`config.mk`:
```
export PLATFORM = sky130hd
export DESIGN_NAME = instr_fetch_unit
export DESIGN_NICKNAME = d
export VERILOG_FILES = /design/src/rtl/instr_fetch_unit.sv
export SDC_FILE = /design/constraint.sdc
export NUM_CORES = 1
export LEC_CHECK = 0
export ABC_AREA = 1
export BUFFER_PORTS_ARGS = -buffer_cell sky130_fd_sc_hd__buf_4
export CAP_MARGIN = 0
export CORE_MARGIN = 2
export CORE_UTILIZATION = 57
export DETAILED_ROUTE_END_ITERATION = 12
export GPL_TIMING_DRIVEN = 0
export PLACE_DENSITY_LB_ADDON = 0.1
export SETUP_SLACK_MARGIN = 0.4
export SYNTH_ARGS = -nofsm -noshare
export SYNTH_HDL_FRONTEND = slang
export SYNTH_SLANG_ARGS = --single-unit
export TNS_END_PERCENT = 100
```
`constraint.sdc`:
```
create_clock -name clk -period 2.75 [get_ports clk]
set_clock_uncertainty 0.1 [all_clocks]
set_input_delay 0.275 -clock clk [delete_from_list [all_inputs] [get_ports clk]]
set_output_delay 0.275 -clock clk [all_outputs]
set_load 0.1 [all_outputs]
```
`src/rtl/instr_fetch_unit.sv`:
```
// RV32I fetch stage: PC generation, credit-limited imem requests, response FIFO feeding decode.
// Optional feature macro: FETCH_MISALIGN_TRAP_EN (misaligned redirect halts fetch and raises fetch_misaligned).
module instr_fetch_unit #(
  parameter logic [31:0] RESET_PC   = 32'h0000_0000,
  parameter int          FIFO_DEPTH = 2
) (
  input  logic        clk,
  input  logic        rst_n,
  output logic        imem_req,
  output logic [31:0] imem_addr,
  input  logic        imem_gnt,
  input  logic        imem_rvalid,
  input  logic [31:0] imem_rdata,
  input  logic        redirect_valid,
  input  logic [31:0] redirect_pc,
  output logic [31:0] IR,
  output logic [31:0] PC_out,
  output logic        IR_valid,
  input  logic        IR_ready,
  output logic        fetch_misaligned
);

  localparam int          AW      = $clog2(FIFO_DEPTH);
  localparam int          CW      = AW + 1;
  localparam logic [CW:0] DEPTH_C = (CW+1)'(FIFO_DEPTH);
  localparam logic [31:0] NOP     = 32'h0000_0013;

  logic [31:0]   pc_fetch_q, pc_fetch_d, pc_resp_q, pc_resp_d;
  logic [CW-1:0] outst_q, outst_d, discard_q, discard_d, count_q, count_d;
  logic [AW-1:0] wr_ptr_q, wr_ptr_d, rd_ptr_q, rd_ptr_d;
  logic [31:0]   ir_mem_q [FIFO_DEPTH];
  logic [31:0]   ir_mem_d [FIFO_DEPTH];
  logic [31:0]   pc_mem_q [FIFO_DEPTH];
  logic [31:0]   pc_mem_d [FIFO_DEPTH];
  logic [31:0]   target_s;
  logic [CW:0]   inflight_s;
  logic          halted_s, grant_s, drop_s, push_s, pop_s;

`ifdef FETCH_MISALIGN_TRAP_EN
  logic halted_q, halted_d;
  assign target_s = redirect_pc;
  assign halted_s = halted_q;

  always_comb halted_d = redirect_valid ? (redirect_pc[1:0] != 2'b00) : halted_q;

  always_ff @(posedge clk or negedge rst_n) begin
    if (!rst_n) halted_q <= 1'b0;
    else        halted_q <= halted_d;
  end
`else
  assign target_s = redirect_pc & 32'hFFFF_FFFC;
  assign halted_s = 1'b0;
`endif

  // Credit covers both in-flight words and buffered words, so a response always finds a free slot.
  assign inflight_s = {1'b0, outst_q} + {1'b0, count_q};
  assign imem_req   = rst_n & (inflight_s < DEPTH_C) & ~redirect_valid & ~halted_s;
  assign imem_addr  = pc_fetch_q;

  assign IR_valid         = (count_q != {CW{1'b0}});
  assign IR               = IR_valid ? ir_mem_q[rd_ptr_q] : NOP;
  assign PC_out           = IR_valid ? pc_mem_q[rd_ptr_q] : 32'h0000_0000;
  assign fetch_misaligned = halted_s;

  assign grant_s = imem_req & imem_gnt;
  assign drop_s  = imem_rvalid & (discard_q != {CW{1'b0}});
  assign push_s  = imem_rvalid & (discard_q == {CW{1'b0}}) & ~redirect_valid;
  assign pop_s   = IR_valid & IR_ready & ~redirect_valid;

  always_comb begin
    pc_fetch_d = pc_fetch_q;
    pc_resp_d  = pc_resp_q;
    discard_d  = discard_q;
    wr_ptr_d   = wr_ptr_q;
    rd_ptr_d   = rd_ptr_q;
    ir_mem_d   = ir_mem_q;
    pc_mem_d   = pc_mem_q;
    outst_d    = outst_q + CW'(grant_s) - CW'(imem_rvalid);
    count_d    = count_q + CW'(push_s) - CW'(pop_s);
    if (grant_s) pc_fetch_d = pc_fetch_q + 32'd4;
    if (drop_s)  discard_d  = discard_q - CW'(1'b1);
    if (push_s) begin
      ir_mem_d[wr_ptr_q] = imem_rdata;
      pc_mem_d[wr_ptr_q] = pc_resp_q;
      wr_ptr_d           = wr_ptr_q + AW'(1'b1);
      pc_resp_d          = pc_resp_q + 32'd4;
    end
    if (pop_s) rd_ptr_d = rd_ptr_q + AW'(1'b1);
    // Every word still in flight after this cycle belongs to the abandoned stream.
    if (redirect_valid) begin
      pc_fetch_d = target_s;
      pc_resp_d  = target_s;
      discard_d  = outst_d;
      count_d    = {CW{1'b0}};
      wr_ptr_d   = {AW{1'b0}};
      rd_ptr_d   = {AW{1'b0}};
    end
  end

  always_ff @(posedge clk or negedge rst_n) begin
    if (!rst_n) begin
      pc_fetch_q <= RESET_PC;
      pc_resp_q  <= RESET_PC;
      outst_q    <= {CW{1'b0}};
      discard_q  <= {CW{1'b0}};
      count_q    <= {CW{1'b0}};
      wr_ptr_q   <= {AW{1'b0}};
      rd_ptr_q   <= {AW{1'b0}};
      for (int i = 0; i < FIFO_DEPTH; i++) begin
        ir_mem_q[i] <= 32'h0000_0000;
        pc_mem_q[i] <= 32'h0000_0000;
      end
    end else begin
      pc_fetch_q <= pc_fetch_d;
      pc_resp_q  <= pc_resp_d;
      outst_q    <= outst_d;
      discard_q  <= discard_d;
      count_q    <= count_d;
      wr_ptr_q   <= wr_ptr_d;
      rd_ptr_q   <= rd_ptr_d;
      ir_mem_q   <= ir_mem_d;
      pc_mem_q   <= pc_mem_d;
    end
  end

`ifndef SYNTHESIS
  instr_fetch_unit_chk #(.CW(CW), .FIFO_DEPTH(FIFO_DEPTH)) u_chk (
    .clk         (clk),
    .rst_n       (rst_n),
    .imem_rvalid (imem_rvalid),
    .outst       (outst_q),
    .count       (count_q)
  );
`endif

endmodule

// Protocol checker: responses need a matching request, and the credit invariant must hold.
module instr_fetch_unit_chk #(
  parameter int CW         = 2,
  parameter int FIFO_DEPTH = 2
) (
  input logic          clk,
  input logic          rst_n,
  input logic          imem_rvalid,
  input logic [CW-1:0] outst,
  input logic [CW-1:0] count
);
  always @(posedge clk) begin
    if (rst_n) begin
      assert (!(imem_rvalid && outst == {CW{1'b0}})) else $error("imem_rvalid with no outstanding request");
      assert ((32'(outst) + 32'(count)) <= 32'(FIFO_DEPTH)) else $error("outstanding + fifo_count exceeds depth");
    end
  end
endmodule
```
# Yosys cells after proc, flatten, opt, wreduce, memory -nomap -nowiden
# Index checks and enable logic that the tools add are counted.
# totals
input_bits,70
output_inout_bits,99
register_bits,200
# op_classes
n_bitwise,11
reduce_logical,8
mux,23
n_addsub,10
magnitude_cmp,4
# ops
cell,n
$mux W32,13
$bwmux W64,2
$add A32 B3 Y32 const B,2
$demux W32 S1,1
$reduce_bool A2 Y1,6
$and A1 B1 Y1,8
$mux W2,3
$add A2 B1 Y2,2
$ge A2 B2 Y1 const B,2
$mux W1,4
$not A1 Y2,2
$sub A2 B1 Y2,2
$add A2 B2 Y3,1
$lt A3 B2 Y1 const B,1
$add A1 B1 Y1 const B,2
$logic_not A2 Y1,1
$lt A2 B1 Y1 const B,1
$sub A2 B1 Y2 const B,1
$logic_and A1 B1 Y1,1
$not A1 Y1,1

# Depth between registers and ports, before layout
# Gate-level depths: netlist of run 1.
# logic_depth
depth_word,8
ltp_mapped,11
ltp_nobuf,11

# Worst setup path after synthesis of run 1
# No wires, ideal clock.
# synth_timing
kind,register -> output
from,register rd_ptr_q
to,output IR[10]
slack_ps,-81
arrival_time_ps,2456
stages_incl_launch_ff,6
cell_sequence,dfrtp_1 -> clkbuf_1 -> inv_2 -> clkbuf_1 -> nand2_1 -> a21oi_1
# synth_via
elab_chain_len,5
# synth_lines
element,line_no,rtl
"start, declared",30,"logic [AW-1:0] wr_ptr_q, wr_ptr_d, rd_ptr_q, rd_ptr_d;"
"start signal, assigned",108,rd_ptr_q <= {AW{1'b0}};
"start signal, assigned",120,rd_ptr_q <= rd_ptr_d;
$not A1 Y2 (implied by the code),61,assign IR = IR_valid ? ir_mem_q[rd_ptr_q] : NOP;
$mux W32 (implied by the code) (3 in series),61,
$mux W32,61,
"end, declared",16,"output logic [31:0] IR,"
# No other way between the ends. The select of a mux whose other input is x is not followed.

# Final worst setup path of run 1
# layout_timing
from,register count_q[0]
to,output imem_req
# layout_via
elab_chain_len,4
# layout_lines
element,line_no,rtl
"start, declared",29,"logic [CW-1:0] outst_q, outst_d, discard_q, discard_d, count_q, count_d;"
"start signal, assigned",106,count_q <= {CW{1'b0}};
"start signal, assigned",118,count_q <= count_d;
$add A2 B2 Y3,56,"assign inflight_s = {1'b0, outst_q} + {1'b0, count_q};"
$lt A3 B2 Y1,57,assign imem_req = rst_n & (inflight_s < DEPTH_C) & ~redirect_valid & ~halted_s;
$and A1 B1 Y1 (2 in series),57,
"end, declared",9,"output logic imem_req,"
# No other way between the ends.

==> results.md, run 1 <==
* Critical path peak fanout at 3
* Top cells by count, synth: nand2_1 (481), dfrtp_1 (192), o21ai_0 (150)
* Routed WL per cell at ~17 um
* Most numerous cell in the Yosys netlist: nand2_1
* DRT iter0 DRCs at 779
* Crit path capture type: output port
* Initial antenna violation count at 0
* Synth Area per Inst at 7.52 um2
* Maximum clock frequency at 0.419 GHz
* Cell taking the most area after synthesis: dfrtp_1
* Final hold violation count at 120
* Status: finished with violations
* RSZ-0062 raised after global routing: yes
* Hold_buf cts at 4
* Number of synthesized flops with an enable pin at 0
* Post-layout min period at around 2.4 ns
* Worst slew margin at 40.2%
* Post-Syn Instances at 1,336
* Syn Std Cell Area at 0.0101 mm2
* Root Driver: clkbuf_16
* Max-slew violations at 0
* Worst path bufs/invs at 2
* Remaining DRCs at 0
* Core area at around 0.017 mm2
* CP Class: register to output port
* DP HPWL at 21,600 um
* Worst hold path type: input port to asynchronous set/reset pin
* Leakage at 0.00611 uW
* WL final at roughly 30,000 um
* First-pass GRT wire length at 47,200 um
* Setup Viol. Count Final at 0
* Clk buf depth at 2
* P per Cell Area at 884 mW/mm2
* Critical path launch point type: register
* Die width at 137 um
* Transition time at the pin with the least slew margin at 0.898 ns
* RePlAce Congestion at 0.891
* Grt total ovfl at 0
* CTS Buf Count at 17
* #FFs+latches synth at between 150 and 200
* Final period util at slightly below 90%
* CTS tree: done
* DR vias at 9,709
* CP required at 2.38 ns
* # fillers at 1,387
* Post-DRT Antenna Nets at 0
* Final core utilization at 73.2%
* Ys Warns at 0
* Asr flop ratio synth at 100%
* Synth Flop Type: dfrtp_1
* # IOs at roughly 170
* Area grow syn2layout at 25.9%
* First-pass iteration count of the detailed router at 5
* VDD IR max at 0.528 mV
* Number of global-route vias before repair at approximately 9.4k
* TNS Setup at 0 ns
* Synth top area share at between 40% and 50%
* Largest net degree at the start of global routing at roughly 120
* Via density at between 5 and 6
* Synth top area cells: dfrtp_1 (48%), nand2_1 (18%), o21ai_0 (7.5%)
* Peak per-stage delay on the critical path at 0.47 ns
* Slowest stage cell, crit path: fa_1
* Sequential element share of the synthesized area at 47.8%
* Gr usage total at 32.7%
* Nets@finish at 1,606
* Yosys cell types at 40
* H-Tree Level Count at 4
* Sink Count at 192
* IO buf count at between 150 and 200
* DIE AREA at 0.0187 mm2
* Share of cells above drive strength 1 at 22.3%
* Clk_lat worst skew at 0.43 ns
* Critical path's top delay family: simple AND/OR/NAND/NOR gates
* Crit path arrival time at about 2 ns
* Row count at between 40 and 50
* Reg clk slew, reported paths at roughly 0.07 ns
* Worst-path cell chain: nand2_1 > inv_2 > fa_1 > nor2_4 > nand2_1 > nor2_4 > buf_12
* Violations in the final reports: hold timing
* Initial Utilization at 58.1%
* Max-Cap Viols at 0
* Antenna cells at 0
* Hold WS at -0.185 ns
* Die Ht at 137 um
==> worst paths after layout <==
| check | endpoint | depth (start not counted) | from | slack [ns] |
|---|---|---|---|---|
| setup reg to reg | discard_q[1] | 11 | count_q[0] | 0.41 |
| hold / removal | ir_mem_q[15] | 1 | rst_n | -0.18 |
| hold reg to reg | pc_mem_q[50] | 2 | pc_mem_q[50] | 0.39 |
| min in group clk | pc_resp_q[5] | 3 | redirect_pc[5] | 0.01 |
| setup / recovery | imem_req | 7 | count_q[0] | 0.36 |
| max in group asynchronous | pc_resp_q[25] | 2 | rst_n | 1.85 |
==> worst register-to-register path, stage by stage (launching register included) <==
cell and delay, ns:
dfrtp_1 0.40, nand2_1 0.08, inv_2 0.04, fa_1 0.47, nor2_4 0.18, nand4_4 0.13, ha_4 0.29, inv_2 0.03
ha_2 0.17, xnor2_2 0.18, nor2_1 0.06, a21oi_1 0.14
==> metal layers <==
layer / share of wire (%) / global-route usage (%) / routed length, um / vias up
li1: - / - / - / 4637
met1: 41 / 42.1 / 12200 / 4606
met2: 49 / 54.3 / 14400 / 398
met3: 6.9 / 6.07 / 2050 / 68
met4: 3.5 / 13.9 / 1030 / 0
met5: 0 / 0 / 0 / -
==> placed cells by master (no fill, tap or decap), types with 6 or more instances in the layout <==
cell type  netlist  final
nand2_1        481    481
dfrtp_1        192    192
o21ai_0        150    150
buf_4            6    141
inv_1          126    124
nor2_1          75     72
nand3_1         60     60
a21oi_2          0     59
buf_6            4     31
buf_2           22     23
clkbuf_1        31     17
clkbuf_16        0     17
xor2_1          15     15
a21oi_1         74     15
o211ai_1        14     14
nand4_1         13     13
clkbuf_2         0     10
nor2_4           6      9
nand2_2          9      9
o221ai_1         7      7
nor2_2           6      6
==> layout make-up <==
cell class	instances	area, um2	area share [%]
buffer	64	360	2.85
clock buffer	20	447	3.53
clock inverter	11	109	0.860
inverter	131	505	3.99
multi-input combinational	953	4720	37.3
sequential	192	4800	37.9
tap	225	282	2.22
timing repair buffer	169	1430	11.3
==> sequential cells by signal, summed over array words and instances (netlist names) <==
| register | cells |
|---|---|
| pc_mem_q | 60 |
| outst_q | 2 |
| count_q | 2 |
| wr_ptr_q | 1 |
| pc_resp_q | 30 |
| discard_q | 2 |
| ir_mem_q | 64 |
| rd_ptr_q | 1 |
| imem_addr | 30 |
==> power by group <==
group / internal [uW] / leakage (uW) / total [uW] / switching (uW)
Combinational: 1240 / 0.00339 / 4360 / 3130
Clock: 1280 / 0.000265 / 2390 / 1110
Sequential: 3800 / 0.00246 / 4450 / 649
Total: 6310 / 0.00611 / 11200 / 4880
==> repair_timing <==
action / 4_1_cts / 5_1_grt
buffers inserted: 3 / 1
gates resized for setup: 48 / 25
setup endpoints to repair: 69 / 72
pin swaps: 3 / 4
hold endpoints to repair: 124 / 120
==> metrics by stage <==
step	cell area [um2]	power (uW)	setup slack, ns	std cells
floorplan	10300	7550	0.239	1340
global placement	11800	8490	-1.17	1725
detailed placement	11800	8640	-0.129	1726
CTS	12600	11100	0.361	1764
global route	12700	11800	0.296	1765
finish	12700	11200	0.361	1765
==> cell families (layout without fill, tap and decap cells) <==
| group | count (synthesis) | after routing | synth area share, % |
|---|---|---|---|
| adder cells (fa/ha/maj) | 8 | 8 | 1.07 |
| AND/OR/NAND/NOR | 665 | 665 | 27.8 |
| buffers and inverters | 195 | 395 | 8.13 |
| other | 1 | 5 | 0.0373 |
| XOR/XNOR | 18 | 18 | 1.57 |
| flip-flops | 192 | 192 | 47.8 |
| AO/OA/AOI/OAI | 257 | 257 | 13.6 |
(Power assumes the default switching activity.)
==> run 2, diff against run 1 <==
--- a/config.mk
+++ b/config.mk
@@ -12,7 +12,7 @@
 export CORE_UTILIZATION = 57
 export DETAILED_ROUTE_END_ITERATION = 12
 export GPL_TIMING_DRIVEN = 0
-export PLACE_DENSITY_LB_ADDON = 0.1
+export PLACE_DENSITY = 0.79
 export SETUP_SLACK_MARGIN = 0.4
 export SYNTH_ARGS = -nofsm -noshare
 export SYNTH_HDL_FRONTEND = slang
==> run 2 against run 1 <==
Highest routed layer unchanged. Combinational power up 1%. Die area unchanged. The run now ends clean. Critical endpoint is now discard_q[1]. Sequential share of layout area down 0.47 points. Wire length down 0.94%. Total power up 2.3%. Worst setup slack better by 0.026 ns. Critical path depth up 4. Clock power up 8%. Clock-buffer cell count up 1. Design area up 1.3%. Worst hold slack better by 0.19 ns.
==> results.md, run 2 (synthesis results as in run 1) <==
* RR Startpoint: count_q[0]
* Max-Cap Viols at 0
* WL final at 29,400 um
* RePlAce Congestion at 0.961
* First-pass GRT wire length at 47,300 um
* Biggest regs: ir_mem_q: 64 flops, pc_mem_q: 60 flops
* Multi-input gate area at 0.00474 mm2
* Final hold violation count at 0
* Hold WS at between 0.004 and 0.005 ns
* Clk_lat worst skew at roughly 0.44 ns
* First-pass iteration count of the detailed router at 5
* Most common cell after layout, fill and taps aside: nand2_1
* Root Driver: clkbuf_16
* Critical path peak fanout at 2
* Core area at 0.0173 mm2
* Total Power at 11,400 uW
* IO buf count at 160
* H-Tree Level Count at 4
* Transition time at the pin with the least slew margin at 0.896 ns
* Final core utilization at about 74%
* Combinational share of power at 38.6%
* DR vias at 9,827
* Maximum clock frequency at 0.423 GHz
* Clock share of power at 22.5%
* NetSw at a little under 5000 uW
* Most frequent CP cell: ha_4
* Top reg by flops: ir_mem_q
* Gr usage total at 32.9%
* Leakage at 0.00617 uW
* RSZ-0062 raised after global routing: yes
* CTS Buf Count at 17
* Nets@finish at between 1.5k and 2k
* Reg clk slew, reported paths at 0.07 ns
* Critical path's top delay family: adder cells
* Remaining DRCs at 0
* # IOs at about 170
* Sink Count at 192
* Most frequent cells in the layout: nand2_1 (480), dfrtp_1 (192), o21ai_0 (150)
* Hold wc startpoint: redirect_pc[4]
* Register area at 0.00480 mm2
* Final period util at between 80% and 90%
* Die width at 137 um
* Row count at 48
* Peak per-stage delay on the critical path at 0.49 ns
* Largest net degree at the start of global routing at 126
* VDD IR max at 0.567 mV
* Crit path capture type: register
* DIE AREA at about 0.019 mm2
* Routed WL per cell at between 15 and 20 um
* Area grow syn2layout at 27.5%
* Slowest stage cell, crit path: fa_1
* Clk buf depth at 2
* Post-DRT Antenna Nets at 0
* Max-slew violations at 0
* # fillers at roughly 1.4k
* Worst path bufs/invs at 2
* Critical path launch point type: register
* Die Ht at 137 um
* Worst-path cell chain: nand2_1 > inv_1 > fa_1 > nor2_4 > nand4_4 > ha_4 > inv_4 > ha_4 > xnor2_2 > nor2_1 > a21oi_2
* Critical Path Source: count_q[0]
* Post-layout min period at 2.36 ns
* CP required at 2.94 ns
* Crit path arrival time at 2.56 ns
* Setup Viol. Count Final at 0
* Initial antenna violation count at 0
* Switching part of the total at 43.0%
* Worst slew margin at 40.3%
* Initial Utilization at 58.1%
* Number of global-route vias before repair at 9,574
* CP Class: register to register
* Reg power frac at 38.9%
* CTS tree: done
* DP HPWL at ~22,000 um
* Share of cells above drive strength 1 at 22.6%
* Grt total ovfl at 0
* Status: completed
* P per Cell Area at 893 mW/mm2
* Internal at 6530 uW
* Via density at roughly 5.6
* Worst hold path type: input port to register
* DRT iter0 DRCs at 791
* Max reg flops at 64
==> run 2: layout make-up <==
type	count	share of cell area (%)
Clock inverter	11	1.14
Clock buffer	21	3.67
Buffer	64	2.89
Timing Repair Buffer	170	11.7
Antenna cell	1	0.0195
Inverter	131	3.98
Sequential cell	192	37.5
Tap cell	225	2.20
Multi-Input combinational cell	953	37.0
==> run 2: layer usage <==
metal  wire (um)  global-route usage, %  vias to the layer above
met2       14400                   54.6                      392
met5           0                      0                        -
li1            -                      -                     4657
met4         767                   13.7                        0
met3        1930                   4.85                       56
met1       12300                   43.2                     4722
==> run 2: worst paths after layout <==
check	to	slack, ns	cells past startpoint
max in group asynchronous	ir_mem_q[2]	1.28	3
min in group asynchronous	outst_q[0]	0.28	2
hold reg to reg	pc_mem_q[28]	0.39	2
hold / removal	imem_addr[4]	0.005	3
setup / recovery	discard_q[1]	0.39	11
setup reg to reg	discard_q[1]	0.39	11
==> run 2: per-stage QoR <==
| stage | setup slack, ns | area [um2] | instances | TNS [ns] |
|---|---|---|---|---|
| after floorplan | 0.239 | 10300 | 1340 | 0 |
| after global placement | -1.17 | 11800 | 1725 | -29.17 |
| after detailed placement | 0.124 | 11800 | 1726 | 0 |
| after CTS | 0.367 | 12700 | 1765 | 0 |
| after global routing | 0.272 | 12800 | 1767 | 0 |
| final | 0.387 | 12800 | 1768 | 0 |
==> run 2: power groups by stage <==
stage	clock, uW	combinational (uW)	sequential, uW
2_1_floorplan	0	2750	4800
3_3_place_gp	0	4070	4430
3_5_place_dp	0	4170	4470
4_1_cts	2590	4350	4430
5_1_grt	2710	4820	4580
6_report	2580	4420	4450
==> run 2: worst reg2reg max path: cells and delay by family (launching register included) <==
kind	cells	cell delay [ns]
flops	1	0.40
fa+ha+maj	3	0.95
buf+inv	2	0.08
simple gates	4	0.50
xor+xnor	1	0.14
compound gates	1	0.05
==> run 2: what timing repair did <==
item | CTS | global route
gates resized for setup | 74 | 23
hold endpoints to repair | 71 | 0
pin swaps | 3 | 5
hold buffers | 5 | 0
endpoints found under the setup margin | 69 | 83
buffers inserted | 2 | 2
==> run 3, diff against run 2 <==
--- a/config.mk
+++ b/config.mk
@@ -12,6 +12,7 @@
 export CORE_UTILIZATION = 57
 export DETAILED_ROUTE_END_ITERATION = 12
 export GPL_TIMING_DRIVEN = 0
+export MAX_ROUTING_LAYER = met4
 export PLACE_DENSITY = 0.79
 export SETUP_SLACK_MARGIN = 0.4
 export SYNTH_ARGS = -nofsm -noshare
==> run 3 against run 2 <==
Clock-buffer cell count shrank 3. Worst setup slack got worse by 0.051 ns. Clock power is 2% lower. Combinational power barely moved. Core utilization about the same. Design area about the same. Largest power group unchanged. Total power fell by 0.54%. Sequential share of layout area barely moved. Die area unchanged. Critical path depth is 4 lower.
==> results.md, run 3 (synthesis results as in run 1) <==
* DR vias at between 9k and 10k
* Crit path capture type: output port
* Sink Count at 192
* CP Class: register to output port
* Max-slew violations at 0
* RSZ-0062 raised after global routing: yes
* Post-layout min period at 2.41 ns
* Most frequent cells in the layout: nand2_1 (480), dfrtp_1 (192), o21ai_0 (150)
* WL final at between 20,000 and 30,000 um
* First-pass iteration count of the detailed router at 5
* H-Tree Level Count at 4
* Row count at 48
* Remaining DRCs at 0
* Combinational share of power at about two fifths
* Initial antenna violation count at 0
* Worst hold path type: input port to register
* # IOs at 169
* Post-DRT Antenna Nets at 0
* Area grow syn2layout at 27.5%
* Die width at 137 um
* Nets@finish at roughly 1.6k
* RePlAce Congestion at 0.959
* IO buf count at 160
* Worst slew margin at 36.5%
* Final core utilization at 74.1%
* Via density at 5.51
* Final period util at just under 90%
* Register area at 0.00480 mm2
* Switching part of the total at 43.2%
* Pre-CTS setup slack at 0.162 ns
* Largest net degree at the start of global routing at 107
* Most common cell after layout, fill and taps aside: nand2_1
* Leakage at 0.00618 uW
* Setup Viol. Count Final at 0
* Clock share of power at 22.1%
* Die Ht at 137 um
* Internal at around 6500 uW
* Reg clk slew, reported paths at 0.07 ns
* Number of global-route vias before repair at 9,297
* # fillers at 1,333
* DRT iter0 DRCs at around 750
* Core area at between 0.015 and 0.02 mm2
* CTS Buf Count at 17
* Clk_lat worst skew at 0.44 ns
* Biggest regs: ir_mem_q: 64 flops, pc_mem_q: 60 flops
* CTS tree: done
* Critical path peak fanout at 2
* Transition time at the pin with the least slew margin at 0.952 ns
* Clk buf depth at 2
* Total Power at 11,400 uW
* Root Driver: clkbuf_16
* CP required at 2.38 ns
* Maximum clock frequency at a little over 0.4 GHz
* First-pass GRT wire length at 47,200 um
* Status: completed
* Routed WL per cell at 16.8 um
* Initial Utilization at 58.1%
* Multi-input gate area at 0.00475 mm2
* Max-Cap Viols at 0
* Share of cells above drive strength 1 at 22.9%
* Critical path launch point type: register
* P per Cell Area at ~890 mW/mm2
* DP HPWL at between 20,000 and 25,000 um
* NetSw at 4920 uW
* Reg power frac at 39.0%
* Top reg by flops: ir_mem_q
* Max reg flops at between 60 and 70
* Grt total ovfl at 0
* Setup ws final at 0.336 ns
* VDD IR max at 0.508 mV
* DIE AREA at 0.0187 mm2
* Antenna cells at 0
* Final hold violation count at 0
* Gr usage total at about a third
* Crit path arrival time at 2.04 ns
==> run 3: layout make-up <==
cell class,count,share of cell area (%)
sequential,192,37.5
multi-input combinational,953,37.1
timing repair buffer,172,11.7
inverter,131,3.94
clock buffer,18,3.43
buffer,64,2.94
tap,225,2.20
clock inverter,13,1.17
timing repair inverter,1,0.0586
==> run 3: final timing paths <==
path,slack [ns],cells after the start,end,startpoint
max reg2reg,0.38,11,discard_q[1],count_q[0]
min,0.02,3,ir_mem_q[10],imem_rdata[10]
min in group asynchronous,0.15,2,imem_addr[6],rst_n
max,0.34,7,imem_req,count_q[0]
min reg2reg,0.39,2,pc_mem_q[11],pc_mem_q[11]
max in group asynchronous,1.41,4,ir_mem_q[33],rst_n
==> run 3: metal layers <==
metal / part of all wire [%] / wire [um] / GRT usage [%] / vias up
met5: 0 / 0 / - / -
met4: 2.3 / 694 / 12.2 / 0
met3: 7.1 / 2110 / 4.44 / 65
met2: 49 / 14500 / 53.9 / 430
met1: 42 / 12400 / 44.2 / 4609
li1: - / - / - / 4648
==> run 3: power groups by stage <==
stage	clock (uW)	combinational [uW]	sequential, uW
2_1_floorplan	0	2750	4800
3_3_place_gp	0	4070	4430
3_5_place_dp	0	4170	4460
4_1_cts	2530	4310	4420
5_1_grt	2640	4810	4570
6_report	2520	4420	4450
==> run 3: stage by stage <==
stage | instance area [um2] | cells | setup TNS (ns) | hold slack (ns)
2_1_floorplan | 10300 | 1340 | 0 | -0.121
6_report | 12800 | 1769 | 0 | 0.0173
4_1_cts | 12700 | 1765 | 0 | -0.447
3_5_place_dp | 11800 | 1727 | 0 | 0.0154
5_1_grt | 12800 | 1769 | 0 | 0.0189
3_3_place_gp | 11800 | 1725 | -27.84 | 0.365
==> run 3: timing repair <==
| item | in CTS | in global routing |
|---|---|---|
| cloned | 1 | 0 |
| hold buffers | 4 | 2 |
| hold endpoints to repair | 126 | 45 |
| setup endpoints to repair | 68 | 86 |
| pin swaps | 4 | 5 |
| buffers inserted | 2 | 2 |
| gates resized for setup | 58 | 36 |
==> run 3: critical path: stages (launching register included) <==
cell	delay [ns]
dfrtp_1	0.39
nand2_1	0.09
inv_2	0.05
fa_1	0.53
nor2_4	0.17
nand2_2	0.08
nor2_4	0.11
buf_12	0.18
